===== src/rtl/keypad_pkg.sv =====
// Shared types and constants for the 4x4 keypad scan controller.
// Holds the scan state enum, column strobe patterns and the key-code width.
package keypad_pkg;

  localparam int KEY_CODE_W = 4;
  localparam int NUM_COLS   = 4;
  localparam int NUM_ROWS   = 4;

  typedef enum logic [1:0] {
    SCAN,
    CONFIRM,
    HELD
  } scan_state_e;

  // One-cold strobe per column index: a 0 marks the driven column.
  localparam logic [NUM_COLS-1:0] COL_PATTERN [NUM_COLS] = '{
    4'b1110,
    4'b1101,
    4'b1011,
    4'b0111
  };

  // Index of the lowest-numbered row pulled low; 0 when none are low.
  function automatic logic [1:0] lowest_low_row(input logic [NUM_ROWS-1:0] rows_n);
    logic [1:0] idx;
    idx = 2'd0;
    for (int i = NUM_ROWS - 1; i >= 0; i--) begin
      if (!rows_n[i]) begin
        idx = 2'(i);
      end
    end
    return idx;
  endfunction

endpackage


===== src/rtl/keypad_event_buf.sv =====
// Single-entry valid/ready holding register for key events with a sticky
// overflow flag raised whenever an event arrives while the entry is occupied.
module keypad_event_buf
  import keypad_pkg::*;
(
  input  logic                  clk,
  input  logic                  rst,
  input  logic                  load_valid,
  input  logic [KEY_CODE_W-1:0] load_code,
  input  logic                  load_release,
  input  logic                  ev_ready,
  output logic                  ev_valid,
  output logic [KEY_CODE_W-1:0] ev_code,
  output logic                  ev_release,
  output logic                  overflow
);

  logic                  valid_q, valid_d;
  logic [KEY_CODE_W-1:0] code_q, code_d;
  logic                  release_q, release_d;
  logic                  overflow_q, overflow_d;
  logic                  accept;

  // A load in the same cycle as an accept refills the entry with no bubble.
  always_comb begin
    valid_d    = valid_q;
    code_d     = code_q;
    release_d  = release_q;
    overflow_d = overflow_q;
    accept     = valid_q && ev_ready;

    if (accept) begin
      valid_d = 1'b0;
    end

    if (load_valid) begin
      if (!valid_q || accept) begin
        valid_d   = 1'b1;
        code_d    = load_code;
        release_d = load_release;
      end else begin
        overflow_d = 1'b1;
      end
    end
  end

  always_ff @(posedge clk) begin
    if (rst) begin
      valid_q    <= 1'b0;
      code_q     <= '0;
      release_q  <= 1'b0;
      overflow_q <= 1'b0;
    end else begin
      valid_q    <= valid_d;
      code_q     <= code_d;
      release_q  <= release_d;
      overflow_q <= overflow_d;
    end
  end

  assign ev_valid   = valid_q;
  assign ev_code    = code_q;
  assign ev_release = release_q;
  assign overflow   = overflow_q;

endmodule


===== src/rtl/keypad_scan_ctrl.sv =====
// 4x4 keypad matrix scanner with debounced single-key tracking and event output.
// Define KEYPAD_RELEASE_EV_EN to also emit release events (ev_release=1).
module keypad_scan_ctrl
  import keypad_pkg::*;
#(
  parameter int SCAN_DIV     = 4,
  parameter int DEBOUNCE_CNT = 3
) (
  input  logic                  clk,
  input  logic                  rst,
  input  logic [NUM_ROWS-1:0]   row,
  output logic [NUM_COLS-1:0]   column,
  output logic                  ev_valid,
  input  logic                  ev_ready,
  output logic [KEY_CODE_W-1:0] ev_code,
  output logic                  ev_release,
  output logic                  overflow
);

  localparam int DWELL_W = $clog2(SCAN_DIV);
  localparam int CNT_W   = $clog2(DEBOUNCE_CNT + 1);

  localparam logic [DWELL_W-1:0] DWELL_LAST = DWELL_W'(SCAN_DIV - 1);
  localparam logic [CNT_W-1:0]   CNT_DONE   = CNT_W'(DEBOUNCE_CNT);

  logic [NUM_ROWS-1:0]   row_meta_q, row_meta_d;
  logic [NUM_ROWS-1:0]   row_sync_q, row_sync_d;
  logic [DWELL_W-1:0]    dwell_q, dwell_d;
  logic [1:0]            col_idx_q, col_idx_d;
  scan_state_e           state_q, state_d;
  logic [1:0]            cand_row_q, cand_row_d;
  logic [CNT_W-1:0]      cnt_q, cnt_d;
  logic [CNT_W-1:0]      cnt_inc;
  logic [NUM_ROWS-1:0]   lower_mask;
  logic                  sample;
  logic                  cand_low;
  logic                  lower_low;
  logic                  emit;
  logic                  emit_release;
  logic [KEY_CODE_W-1:0] emit_code;

  // Rows are asynchronous to clk, so they pass through two flops first.
  always_comb begin
    row_meta_d = row;
    row_sync_d = row_meta_q;
  end

  always_comb begin
    sample     = (dwell_q == DWELL_LAST);
    dwell_d    = sample ? '0 : dwell_q + 1'b1;
    cnt_inc    = cnt_q + 1'b1;
    lower_mask = (4'b0001 << cand_row_q) - 4'b0001;
    cand_low   = !row_sync_q[cand_row_q];
    lower_low  = |(~row_sync_q & lower_mask);
  end

  // Scan/debounce FSM; all decisions happen only on the dwell-wrap sample.
  always_comb begin
    state_d      = state_q;
    col_idx_d    = col_idx_q;
    cand_row_d   = cand_row_q;
    cnt_d        = cnt_q;
    emit         = 1'b0;
    emit_release = 1'b0;

    if (sample) begin
      case (state_q)
        SCAN: begin
          if (row_sync_q != 4'hF) begin
            cand_row_d = lowest_low_row(row_sync_q);
            if (DEBOUNCE_CNT == 1) begin
              emit    = 1'b1;
              state_d = HELD;
              cnt_d   = '0;
            end else begin
              state_d = CONFIRM;
              cnt_d   = CNT_W'(1);
            end
          end else begin
            col_idx_d = col_idx_q + 2'd1;
          end
        end

        CONFIRM: begin
          if (cand_low && !lower_low) begin
            if (cnt_inc == CNT_DONE) begin
              emit    = 1'b1;
              state_d = HELD;
              cnt_d   = '0;
            end else begin
              cnt_d = cnt_inc;
            end
          end else begin
            state_d   = SCAN;
            cnt_d     = '0;
            col_idx_d = col_idx_q + 2'd1;
          end
        end

        HELD: begin
          // Release debounce always runs so scanning resumes only after a clean release.
          if (!cand_low) begin
            if (cnt_inc == CNT_DONE) begin
`ifdef KEYPAD_RELEASE_EV_EN
              emit         = 1'b1;
              emit_release = 1'b1;
`endif
              state_d   = SCAN;
              cnt_d     = '0;
              col_idx_d = col_idx_q + 2'd1;
            end else begin
              cnt_d = cnt_inc;
            end
          end else begin
            cnt_d = '0;
          end
        end

        default: begin
          state_d = SCAN;
          cnt_d   = '0;
        end
      endcase
    end
  end

  assign emit_code = {col_idx_q, cand_row_d};

  always_ff @(posedge clk) begin
    if (rst) begin
      row_meta_q <= 4'b1111;
      row_sync_q <= 4'b1111;
      dwell_q    <= '0;
      col_idx_q  <= 2'd0;
      state_q    <= SCAN;
      cand_row_q <= 2'd0;
      cnt_q      <= '0;
    end else begin
      row_meta_q <= row_meta_d;
      row_sync_q <= row_sync_d;
      dwell_q    <= dwell_d;
      col_idx_q  <= col_idx_d;
      state_q    <= state_d;
      cand_row_q <= cand_row_d;
      cnt_q      <= cnt_d;
    end
  end

  assign column = COL_PATTERN[col_idx_q];

  keypad_event_buf u_event_buf (
    .clk          (clk),
    .rst          (rst),
    .load_valid   (emit),
    .load_code    (emit_code),
    .load_release (emit_release),
    .ev_ready     (ev_ready),
    .ev_valid     (ev_valid),
    .ev_code      (ev_code),
    .ev_release   (ev_release),
    .overflow     (overflow)
  );

endmodule


===== config.mk =====
export PLATFORM = sky130hd
export DESIGN_NAME = keypad_scan_ctrl
export DESIGN_NICKNAME = d
export VERILOG_FILES = /design/src/rtl/keypad_pkg.sv /design/src/rtl/keypad_event_buf.sv /design/src/rtl/keypad_scan_ctrl.sv
export SDC_FILE = /design/constraint.sdc
export NUM_CORES = 1
export LEC_CHECK = 0
export CORE_MARGIN = 3
export CORE_UTILIZATION = 35
export DETAILED_ROUTE_END_ITERATION = 10
export GPL_TIMING_DRIVEN = 0
export PLACE_DENSITY = 0.64
export SYNTH_ARGS = -nofsm -noshare
export SYNTH_HDL_FRONTEND = slang
export SYNTH_SLANG_ARGS = --single-unit

===== constraint.sdc =====
create_clock -name clk -period 4.35 [get_ports clk]
set_input_delay 0.6525 -clock clk [delete_from_list [all_inputs] [get_ports clk]]
set_output_delay 0.6525 -clock clk [all_outputs]
set_load 0.01 [all_outputs]

# [After elaboration in Yosys (flattened, before gate mapping)]
# Index checks and enable logic that the tools add are counted.
[classes] add_sub_neg=4 magnitude_cmp=2 n_eq_ne=11 shift=1 muxes=34 n_bitwise=4 reduce_logical=15
[ops] operator="2-bit 2-to-1 mux" count=19
[ops] operator="2-bit one-hot mux with 3 select lines" count=3
[ops] operator="2-bit != test (second input constant)" count=5
[ops] operator="4-bit binary-select mux with 2-bit select" count=1
[ops] operator="1-bit 2-to-1 mux" count=8
[ops] operator="4-bit 2-to-1 mux" count=2
[ops] operator="2-bit by 1-bit adder with 2-bit output (second input constant)" count=3
[ops] operator="2-bit == test (second input constant)" count=3
[ops] operator="2-bit AND reduction" count=3
[ops] operator="6-bit AND reduction" count=1
[ops] operator="5-bit AND reduction" count=1
[ops] operator="4-bit bitwise AND" count=1
[ops] operator="4-bit != test (second input constant)" count=1
[ops] operator="4-bit NOT" count=1
[ops] operator="4-bit OR reduction" count=1
[ops] operator="1-bit by 2-bit left shift with 4-bit output (first input constant)" count=1
[ops] operator="4-bit by 1-bit subtractor with 4-bit output (second input constant)" count=1
[ops] operator="3-bit greater-or-equal comparator (second input constant)" count=1
[ops] operator="1-bit logical NOT" count=3
[ops] operator="2-bit by 3-bit less-than comparator with 1-bit output (second input constant)" count=1
[ops] operator="3-bit != test (second input constant)" count=1
[ops] operator="2-bit NOT with 3-bit output" count=1
[ops] operator="3-bit nonzero test" count=1
[ops] operator="1-bit binary-select mux with 2-bit select" count=1
[ops] operator="other kinds (6)" count=7
[word_totals] reg_bits=24 input_bits=7 out_inout_bits=11 wordCells=81

# [Depth between registers and ports, before layout]
[depth] depth_word=10 depth_mapped=7 depth_no_buf=5

# [Hierarchy]
# Synthesis repeated with hierarchy kept, for this count alone.
[hier_totals] hier_cells=132 hier_area_um2=1234.9
[modules_own_cells] mod="keypad_scan_ctrl" instances=1 cells_each=102 area_each_um2=928.4 seq_area_each_um2=360.3
[modules_own_cells] mod="keypad_event_buf" instances=1 cells_each=30 area_each_um2=306.5 seq_area_each_um2=140.1

# [Worst setup path before layout]
# No wires, ideal clock.
[synth_path] kind="reg-to-reg" startpoint="register cand_row_q[0]" endpoint="register u_event_buf.code_q[1], in the netlist u_event_buf.ev_code[1]" setup_ns=0.121 arrival_time_ns=1.964 required_time_ns=4.229 path_slack_ns=2.265 path_stages_with_launch=6 n_path_buf=1 synth_period_minus_slack_ns=2.085 cell_sequence="dfxtp_1 -> mux4_2 -> nand3b_1 -> or4b_1 -> buf_2 -> mux2_4"
[synth_between] elab_chain_len=10 word_cells_on_any_way=13 cone_classes="1 x add/sub; 1 x shift; 5 x mux; 1 x bitwise; 5 x reduce/logical"
[synth_lines] item="start: declaration" line="keypad_scan_ctrl.sv:31" rtl="logic [1:0] cand_row_q, cand_row_d;"
[synth_lines] item="start signal: assignment" line="keypad_scan_ctrl.sv:144" rtl="cand_row_q <= cand_row_d;"
[synth_lines] item="1-bit by 2-bit left shift with 4-bit output" line="keypad_scan_ctrl.sv:52" rtl="lower_mask = (4'b0001 << cand_row_q) - 4'b0001;"
[synth_lines] item="4-bit by 1-bit subtractor with 4-bit output" line="keypad_scan_ctrl.sv:52"
[synth_lines] item="4-bit bitwise AND" line="keypad_scan_ctrl.sv:54" rtl="lower_low = |(~row_sync_q & lower_mask);"
[synth_lines] item="4-bit OR reduction" line="keypad_scan_ctrl.sv:54"
[synth_lines] item="1-bit logical NOT" line="keypad_scan_ctrl.sv:85" rtl="if (cand_low && !lower_low) begin"
[synth_lines] item="1-bit logical AND (*)" line="keypad_scan_ctrl.sv:85"
[synth_lines] item="1-bit 2-to-1 mux (*)" line="keypad_scan_ctrl.sv:85"
[synth_lines] item="1-bit 2-to-1 mux (*)" line="keypad_scan_ctrl.sv:67" rtl="case (state_q)"
[synth_lines] item="1-bit 2-to-1 mux (*)" line="keypad_scan_ctrl.sv:66" rtl="if (sample) begin"
[synth_lines] item="2-bit AND reduction (no line) (*)"
[synth_lines] item="end signal: assignment" line="keypad_event_buf.sv:55" rtl="code_q <= code_d;"
[synth_lines] item="end: declaration" line="keypad_event_buf.sv:19" rtl="logic [KEY_CODE_W-1:0] code_q, code_d;"
# Mark *: on every way between the ends. The rest lies on a longest branch, timed or not. The select of a mux whose other input is x is not followed.
# A chain may end at the register's enable or synchronous reset.

# [Worst setup path after layout]
[layout_path] startpoint="register col_idx_q[0]" endpoint="output port column[0]"
[layout_between] elab_chain_len=4
[layout_lines] item="start: declaration" line="keypad_scan_ctrl.sv:29" rtl="logic [1:0] col_idx_q, col_idx_d;"
[layout_lines] item="start signal: assignment" line="keypad_scan_ctrl.sv:142" rtl="col_idx_q <= col_idx_d;"
[layout_lines] item="2-bit NOT with 3-bit output (not written as such)" line="keypad_scan_ctrl.sv:149" rtl="assign column = COL_PATTERN[col_idx_q];"
[layout_lines] item="4-bit binary-select mux with 2-bit select" line="keypad_scan_ctrl.sv:149"
[layout_lines] item="4-bit 2-to-1 mux (not written as such) (2 in series)" line="keypad_scan_ctrl.sv:149"
[layout_lines] item="end: declaration" line="keypad_scan_ctrl.sv:12" rtl="output logic [NUM_COLS-1:0] column,"
# No other way between the ends. The select of a mux whose other input is x is not followed.

==> summary.md <==
| Metric | Value |
|---|---|
| Drt drc | `0` |
| Final design utilization | `47.54%` |
| Top-count cell post-synth | `dfxtp_1` |
| Tot GR Track Use | `roughly 13%` |
| Synth Instances | `122` |
| Synthesis Warnings | `0` |
| Register bit total from synthesis | `24` |
| Buffers on Ports | `16` |
| Final min period | `roughly 2300 ps` |
| Post-synth EDFFs | `0` |
| Worst Path Buf+Inv | `3` |
| Vias/cell | `4.935` |
| Final ANT Viol Nets | `0` |
| CTS Buffer Depth | `2` |
| Initial antenna violation count | `0` |
| Core area | `0.002877 mm²` |
| Synth cell count leaders | `dfxtp_1 (24), inv_1 (12), o21ai_0 (11)` |
| Crit. path cell count | `4` |
| RSZ-0062 raised after global routing | `false` |
| Setup Fix Bufs, Post-CTS | `0` |
| CTS HTree Levels | `1` |
| Vias in the first global route | `901` |
| GRT overflow | `0` |
| Post-synthesis sequential area ratio | `between 40% and 50%` |
| Syn nets | `approximately 130` |
| Synth area leader | `dfxtp_1` |
| Drt first-iter violations | `27` |
| IO Pins | `18` |
| Worst Path Required | `between 3000 and 4000 ps` |
| Period utilization | `53.35%` |
| CP arrival | `1670 ps` |
| Hold_buf cts | `0` |
| Post-synthesis async set-or-reset flop share | `0%` |
| Die area | `0.003859 mm²` |
| Critical path fanouts, max | `5` |
| CTS Root Cell | `clkbuf_4` |
| Yosys cell types | `39` |
| CP peak stage delay | `roughly 540 ps` |
| TritonCTS buffer count | `3` |
| Largest cells by area after synthesis | `dfxtp_1 (44%), ha_1 (5.7%), o21ai_0 (5.0%)` |
| Chip height | `roughly 62 µm` |
| Mapped Avg Cell Area | `9.035 µm²` |
| Finish-stage setup viols | `0` |
| Routed len/inst | `approximately 12 µm` |
| HPWL after detailed placement | `about 1.6 mm` |
| LEAKAGE | `about 0.52 nW` |
| Status | `finished, final reports clean` |
| Final hold viol count | `0` |
| R2r worst-path depth | `5` |
| Pre-antenna DRT Iters | `4` |
| Share of cells above drive strength 1 | `12.68%` |
| Fin Clk Skew | `about 5.7 ps` |
| CP Cell Sequence | `inv_1 > ha_1 > inv_1 > clkdlybuf4s50_1` |
| Cell repeated most along the worst path | `inv_1` |
| Die width | `62.12 µm` |
| Clk sinks | `24` |
| Cell area after synthesis | `0.001102 mm²` |
| Largest net degree at the start of global routing | `15` |
| Top delay family on crit path | `buffers and inverters` |
| Final wirelength | `approximately 2.2 mm` |
| Hold Path Depth | `1` |
| Setup tns final | `0 ps` |
| CP Class | `flop to output port` |
| Slew Viols, Final | `0` |
| Yosys top cell area share | `43.59%` |
| Area delta synth->final | `24.06%` |
| GPL Wtd Cong | `0.7510` |
| CTS tree | `done` |
| Reg clk slew, reported paths | `140 ps` |
| Worst setup EP type | `output port` |
| VDD IR-drop max | `roughly 0.00026 V` |
| Clk_lat worst skew | `320 ps` |
| Pwr dens | `317.5 mW/mm²` |
| Max-cap violations | `0` |
| Vias | `908` |
| Max Fclk | `430.9 MHz` |
| Initial Util | `38.32%` |
| CP max-delay cell | `clkdlybuf4s50_1` |
| Top FF cell, synth | `dfxtp_1` |
| Tightest Hold Check Type | `flop to flop` |
| Nets | `around 160` |
| Num rows | `19` |
| Number of inserted diodes | `0` |
| Startpoint types | `flop` |
| First-pass GRT wire length | `3.988 mm` |
| CTS resizes | `0` |
-- registers in the layout, indices dropped and copies added (netlist names) --
name	count
row_meta_q	4
row_sync_q	4
u_event_buf.ev_code	4
cand_row_q	2
cnt_q	2
col_idx_q	2
dwell_q	2
state_q	2
u_event_buf.ev_valid	1
u_event_buf.overflow	1
-- power breakdown --
group	switching, mW	internal, mW
Sequential	0.00540	0.227
Combinational	0.0194	0.0200
Clock	0.0689	0.0932
Total	0.0936	0.341
-- cells by family after synthesis --
family,after synthesis,share of synthesized area (%)
other cells,1,0.3402
mux,5,6.242
fa+ha+maj,5,5.675
simple gates,40,21.23
compound gates,29,16.23
buf+inv,18,6.697
flops,24,43.59
-- cell usage in the layout, fill, tap and decap left out, types with 2 or more instances in the layout --
| cell | instances |
|---|---|
| clkbuf_4 | 3 |
| mux2i_1 | 2 |
| o31ai_1 | 2 |
| o21ai_0 | 11 |
| or2b_1 | 2 |
| nand3_1 | 2 |
| buf_2 | 2 |
| nand3b_1 | 4 |
| nand2_1 | 4 |
| clkdlybuf4s50_1 | 16 |
| or2_2 | 8 |
| nor3_1 | 2 |
| a21oi_1 | 6 |
| and2_1 | 2 |
| nand2b_1 | 2 |
| nor2b_1 | 2 |
| clkbuf_1 | 3 |
| a41oi_1 | 2 |
| ha_1 | 5 |
| inv_1 | 12 |
| dfxtp_1 | 24 |
| nor2_1 | 6 |
-- final cells by class --
class | count | area (µm²)
repair buffers | 16 | 160.2
multi-input cells | 80 | 548.0
flip-flops and latches | 24 | 480.5
clock inverters | 1 | 30.03
well taps | 42 | 52.55
fillers | 281 | 1509
clock buffers | 3 | 22.52
plain buffers | 6 | 28.78
inverters | 12 | 45.04
-- metrics by stage --
step           worst slack [ps]  total power, mW  area, µm²  cells  hold slack [ps]
6_report                   2029           0.4342       1368    184            423.4
5_1_grt                    1916           0.4517       1368    184            434.7
4_1_cts                    2021           0.4378       1368    184            425.5
3_5_place_dp               2076           0.2772       1315    180            393.8
3_3_place_gp               2072           0.2757       1315    180            393.4
2_1_floorplan              2265           0.2617       1102    122            389.5
-- layer usage --
layer	part of all wire [%]	global-route usage [%]	wire length (µm)	up-vias
met5	0	0	0	-
met4	1.6	4.420	34	0
met3	4.8	4.505	104	4
met2	48	20.83	1043	21
met1	46	14.98	1005	425
li1	-	-	-	458
-- path summary, 6_finish.rpt --
check                                    from                endpoint  slack, ps
worst max-delay path             col_idx_q[0]               column[0]       2030
worst min register to register  row_meta_q[1]           row_sync_q[1]        420
worst max register to register  cand_row_q[0]  u_event_buf.ev_code[1]       2120
worst min-delay path            row_meta_q[1]           row_sync_q[1]        420
Note: power is estimated with default switching activity, not from simulation.
